--- config.mk ---
export PLATFORM = sky130hd
export DESIGN_NAME = dm_preloader
export DESIGN_NICKNAME = d
export VERILOG_FILES = /design/src/rtl/dm_preloader.sv
export SDC_FILE = /design/constraint.sdc
export NUM_CORES = 1
export LEC_CHECK = 0
export ABC_AREA = 1
export ABC_CLOCK_PERIOD_IN_PS = 2200
export BUFFER_PORTS_ARGS = -buffer_cell sky130_fd_sc_hd__buf_2
export CAP_MARGIN = 20
export CORE_MARGIN = 3
export CORE_UTILIZATION = 30
export CTS_CLUSTER_DIAMETER = 200
export DETAILED_ROUTE_END_ITERATION = 8
export SYNTH_ARGS = -nofsm -noshare
export SYNTH_HDL_FRONTEND = slang
export SYNTH_SLANG_ARGS = --single-unit
--- constraint.sdc ---
create_clock -name clk -period 2.2 [get_ports clk]
set_input_delay 0.22 -clock clk [delete_from_list [all_inputs] [get_ports clk]]
set_output_delay 0.22 -clock clk [all_outputs]
set_load 0.01 [all_outputs]
--- src/rtl/dm_preloader.sv ---
// rtl/dm_preloader.sv - stream-to-data-memory preloader that holds the CPU in stall until the load completes
//
// Ports:
//   clk, reset           system clock, asynchronous active-high reset
//   start                one-cycle load request, sampled only in IDLE
//   base_addr, count     first word address and word count, sampled with start
//   in_valid, in_data    incoming word stream
//   in_ready             word accepted this cycle (LOAD with words remaining)
//   dm_we, dm_addr,      registered data-memory write port, one cycle after
//   dm_wdata             each accepted word
//   cpu_hold             CPU stall, high from reset until the first done
//   busy                 high while in LOAD
//   done                 one-cycle pulse in FINISH
//   checksum             sum of accepted words (only with DM_PRELOADER_CHECKSUM_EN)
//
// Optional feature macro: DM_PRELOADER_CHECKSUM_EN

module dm_preloader #(
    parameter int ADDR_WIDTH = 10,
    parameter int DATA_WIDTH = 32,
    parameter int CNT_WIDTH  = 11
) (
    input  logic                  clk,
    input  logic                  reset,
    input  logic                  start,
    input  logic [ADDR_WIDTH-1:0] base_addr,
    input  logic [CNT_WIDTH-1:0]  count,
    input  logic                  in_valid,
    input  logic [DATA_WIDTH-1:0] in_data,
    output logic                  in_ready,
    output logic                  dm_we,
    output logic [ADDR_WIDTH-1:0] dm_addr,
    output logic [DATA_WIDTH-1:0] dm_wdata,
    output logic                  cpu_hold,
    output logic                  busy,
    output logic                  done
`ifdef DM_PRELOADER_CHECKSUM_EN
    ,
    output logic [DATA_WIDTH-1:0] checksum
`endif
);

    typedef enum logic [1:0] {
        S_IDLE   = 2'd0,
        S_LOAD   = 2'd1,
        S_FINISH = 2'd2
    } state_t;

    localparam logic [CNT_WIDTH-1:0] CNT_ONE = {{(CNT_WIDTH-1){1'b0}}, 1'b1};

    state_t                 state_q, state_d;
    logic [ADDR_WIDTH-1:0]  addr_q;
    logic [CNT_WIDTH-1:0]   remaining;
    logic                   hold_q;
    logic                   xfer;
    logic                   accept_start;

    assign xfer         = in_valid && in_ready;
    assign accept_start = (state_q == S_IDLE) && start;

    // hold_q remembers "no load has finished yet"; the FINISH cycle itself
    // already drops cpu_hold so the CPU is released together with done.
    assign cpu_hold = hold_q && (state_q != S_FINISH);

    always_comb begin
        state_d  = state_q;
        in_ready = 1'b0;
        busy     = 1'b0;
        done     = 1'b0;
        case (state_q)
            S_IDLE: begin
                if (start) begin
                    state_d = (count == '0) ? S_FINISH : S_LOAD;
                end
            end
            S_LOAD: begin
                busy     = 1'b1;
                in_ready = (remaining != '0);
                if (xfer && (remaining == CNT_ONE)) begin
                    state_d = S_FINISH;
                end
            end
            S_FINISH: begin
                done    = 1'b1;
                state_d = S_IDLE;
            end
            default: state_d = S_IDLE;
        endcase
    end

    always_ff @(posedge clk or posedge reset) begin
        if (reset) begin
            state_q   <= S_IDLE;
            addr_q    <= '0;
            remaining <= '0;
            hold_q    <= 1'b1;
            dm_we     <= 1'b0;
            dm_addr   <= '0;
            dm_wdata  <= '0;
        end else begin
            state_q <= state_d;
            dm_we   <= xfer;
            if (accept_start) begin
                addr_q    <= base_addr;
                remaining <= count;
            end else if (xfer) begin
                // addr_q wraps naturally at 2^ADDR_WIDTH
                addr_q    <= addr_q + 1'b1;
                remaining <= remaining - CNT_ONE;
            end
            if (xfer) begin
                dm_addr  <= addr_q;
                dm_wdata <= in_data;
            end
            if (state_q == S_FINISH) begin
                hold_q <= 1'b0;
            end
        end
    end

`ifdef DM_PRELOADER_CHECKSUM_EN
    always_ff @(posedge clk or posedge reset) begin
        if (reset) begin
            checksum <= '0;
        end else if (accept_start) begin
            checksum <= '0;
        end else if (xfer) begin
            checksum <= checksum + in_data;
        end
    end
`endif

endmodule

== Word level (Yosys, flattened, before mapping) ==
Index checks and enable logic that the tools add are counted.

* Register bits: 67
* Word-level logic and storage cells: 35
* Input bits: 57

* Equal/unequal tests: 6
* Add/sub/neg operators: 2
* Muxes and demuxes: 11
* Reductions and logical operators: 9

{| class="wikitable"
|+ Operator list
! cell !! count
|-
| $mux W11 || 2
|-
| $mux W10 || 2
|-
| $eq A11 B1 Y1 const B || 1
|-
| $logic_not A11 Y1 || 1
|-
| $reduce_bool A11 Y1 || 1
|-
| $sub A11 B1 Y11 const B || 1
|-
| $add A10 B1 Y10 const B || 1
|-
| $mux W2 || 3
|-
| $ne A2 B2 Y1 const B || 3
|-
| $logic_and A1 B1 Y1 || 4
|-
| $pmux W2 S2 || 1
|-
| $mux W1 || 3
|-
| $eq A2 B1 Y1 const B || 1
|-
| $eq A2 B2 Y1 const B || 1
|-
| $logic_not A2 Y1 || 1
|-
| $reduce_and A2 Y1 || 1
|-
| $reduce_bool A2 Y1 || 1
|}

== Depth between registers and ports, before layout ==
* Depth in word-level cells: 6
* Depth in mapped cells: 10
* Gate-level depth less buffers: 10

== Worst setup path after synthesis ==
OpenSTA, ideal clock, no wires.

* Kind: reg2reg
* Start: reg remaining[0]
* End: reg remaining[4]
* Stages on the path, launching flop included: 11
* Buffers on the path: 1
* Clock period less this slack: 1.397 ns
* Library setup time: 0.125 ns
* Arrival time: 1.272 ns
* Path slack: 0.803 ns
* Path through: dfrtp_1 > inv_1 > ha_1 > inv_1 > nor2_2 > nand2_2 > nand3_4 > inv_2 > buf_4 > nand2_1 > nand3_1

* Longest elaborated chain between the ends: 4
* Elaborated cells on any way between the ends: 7
* Those cells by class: add/sub: 1; mux: 3; reduce/logical: 3

{| class="wikitable"
|+ Ends and longest elaborated chain
! element !! line !! RTL
|-
| from (decl) || 53 || <nowiki>logic [CNT_WIDTH-1:0] remaining;</nowiki>
|-
| from (signal assigned) || 105 || <nowiki>remaining <= count;</nowiki>
|-
| from (signal assigned) || 109 || <nowiki>remaining <= remaining - CNT_ONE;</nowiki>
|-
| branches (longest 4 deep; another with $sub A11 B1 Y11) || - ||
|}

Parallel ways; which one is timed is not known. The select of a mux whose other input is x is not followed.
A chain may end at the register's enable or synchronous reset.

== Worst setup path after layout ==
* Start: reg remaining[0]
* End: reg remaining[5]

The elaborated chain is that of the path after synthesis.

==> impl_metrics.ini <==
[layout]
mostFrequentLayoutCell = nand2_1
drive_gt1_frac = 0.250
layout.cells.non_filler = 673
fin_area_sq_um = 4140
layout_common_cells = nand2_1 (201), buf_2 (103), dfrtp_1 (66)
n_fill_cell = 1082
utilization = 0.394
syn2layout_area_growth_pct = 25.0
antenna-diode-count = 0
nNetsFinal = 594

[floorplanning]
fp.dieArea_sq_um = 12300
die_width_um = 111
io_pins = 104
start_util = 0.315
die-height_um = 111
core_sq_um = 10500
rows = 37

[critical_path]
critPathMaxFanout = 42
r2r-end = remaining[5]
path_delay_family = buffers and inverters
ff2ff_setup_slack_ps = 400
worstPathRequired_ps = 2470
crit_chain = inv_1 -> ha_1 -> inv_1 -> nor2_2 -> nand2_2 -> nand3_4 -> inv_2 -> nand2_1 -> nand3_1
end_kind = register
cp_common_cell = inv_1
cpMaxStageDelayCell = inv_2
cp-start-kind = register
path_buf_inv = 3
rr_startpoint = remaining[0]
slowest_delay_ps = 520
worst-setup-path-type = reg2reg
r2r_cells = 9
arrival_ps = 2070

[status]
outcome = finished clean

[place]
dp_hpwl_um = 6050
place_ws_ps = 380
dp.cells = 657
routabilityCongestion = 0.853
placed_cell_area_sq_um = 3920
io_buffer_count = 103

[logic_synthesis]
synth_seq_cells = 67
synthCells = 430
synthArstFlopShare = 1.00
syn_nets = 491
seq_area_frac_synth = 0.507
synth_cell_types = 25
postSynthAreaPerCell_sq_um = 7.70
yosysWarnings = 0
synth_edf_count = 0
ys.flop_type = dfrtp_1
synth_area_sq_um = 3310

[cts]
numCtsBuffers = 9
clock_sinks = 67
clockBufferDepth = 2
postCtsSetupRepairBufs = 0
cts_tree = done
cts_root_buffer = clkbuf_8
h-tree-depth = 3
insertion_delay_ps = 340
clkSlewWorstSetupHoldPaths_ps = 70

[power_and_ir_drop]
p_leak_nw = 2.29
p_total_mw = 5.63
peakVddDrop_uv = 373
powerDensity_nw_per_um2 = 1360

[global_route]
grt_pass1_wl_um = 14400
grt_max_degree = 52
antenna_found_initial = 0
grt.overflow.total = 0
grt_pass1_vias = 3000
track_usage = 0.141

[drt]
routed_wl_um = 8370
dr.pass1.iters = 4
wire_per_inst_um = 12.4
viasPerCell = 4.49
drtAntennaViolNets = 0
drc_errors = 0
vias = 3023
drt-initial-drc-count = 312

[timing]
holdWs_ps = 77.5
fin_skew_ps = 10.8
grt_setup_unrepaired = false
worst_slack_ps = 397
setup_tns_ps = 0
final_hold_viol_count = 0
slew_viol_final = 0
setup_violations = 0
min_period_over_period = 0.819
fin_crit_ps = 1800
tightest_slew_ps = 700
relSlewSlack = 0.532
fmax_mhz = 555

[worst_hold_path]
min_path_cells = 3
min_path_type = in2reg
hold_end = dm_wdata[2]
min_from = in_data[2]

[flow_run]
cap_violations = 0
[worst min-delay path, delay by kind of cell]
kind	cells	cell delay [ps]
buffers and inverters	1	70
AND/OR/NAND/NOR	2	80
[cell usage after synthesis (2+ instances only)]
master | instances | area share
ha_1 | 4 | 0.015
nand2_1 | 201 | 0.23
o21ai_1 | 6 | 0.0091
nand4_1 | 3 | 0.0057
nand3b_1 | 2 | 0.0045
inv_2 | 3 | 0.0034
dfrtp_1 | 66 | 0.50
buf_2 | 8 | 0.012
xnor2_1 | 6 | 0.016
nor2_1 | 28 | 0.032
o21ai_0 | 17 | 0.026
nor2_2 | 5 | 0.0094
buf_6 | 5 | 0.017
inv_1 | 27 | 0.031
nand3_1 | 38 | 0.057
xor2_1 | 2 | 0.0053
[timing repair]
item	4_1_cts	5_1_grt
hold endpoints to repair	26	0
gates resized for setup	0	0
endpoints found under the setup margin	0	0
hold buffers	1	0
[cell families (layout without fill, tap and decap cells)]
logic type / after synthesis / in the layout / synth area share
xor+xnor: 8 / 8 / 0.0212
compound gates: 25 / 25 / 0.0385
flops: 67 / 67 / 0.507
simple gates: 280 / 280 / 0.347
fa+ha+maj: 4 / 4 / 0.0151
buf+inv: 46 / 153 / 0.0710
[report_power, final]
part           total (mW)  switching, mW  internal, mW
Clock                1.08          0.440         0.642
Sequential           2.17          0.390          1.78
Combinational        2.38           1.47         0.909
[metal layers]
layer  vias to the layer above  routed length [um]  track usage
met5                         -                   0            0
met4                         0                 139       0.0527
met3                        15                 575       0.0475
met2                        99                3620        0.219
met1                      1372                4030        0.183
li1                       1537                   -            -
[flip-flops by register name, indices dropped and copies added, names as in the netlist]
signal / flops
hold_q: 1
dm_wdata: 32
remaining: 11
state_q: 2
dm_we: 1
addr_q: 10
dm_addr: 10
[how the worst max path moves through the flow]
stage	depth (start not counted)	startpoint	slack, ps	endpoint
after detailed placement	9	remaining[0]	380	remaining[5]
final	9	remaining[0]	400	remaining[5]
after global placement	9	remaining[0]	470	remaining[1]
after floorplan	1	reset	300	addr_q[0]
after global routing	9	remaining[0]	200	remaining[9]
after CTS	9	remaining[0]	380	remaining[5]
[final cells by class]
cell class	instances	area [sq um]	share of cell area
Timing Repair Buffer	108	568	0.137
Sequential cell	67	1680	0.405
Multi-Input combinational cell	317	1400	0.338
Inverter	30	113	0.0272
Tap cell	136	170	0.0411
Clock buffer	14	183	0.0441
Clock inverter	1	30.0	0.00726
Power figures use the tool's default switching activity.
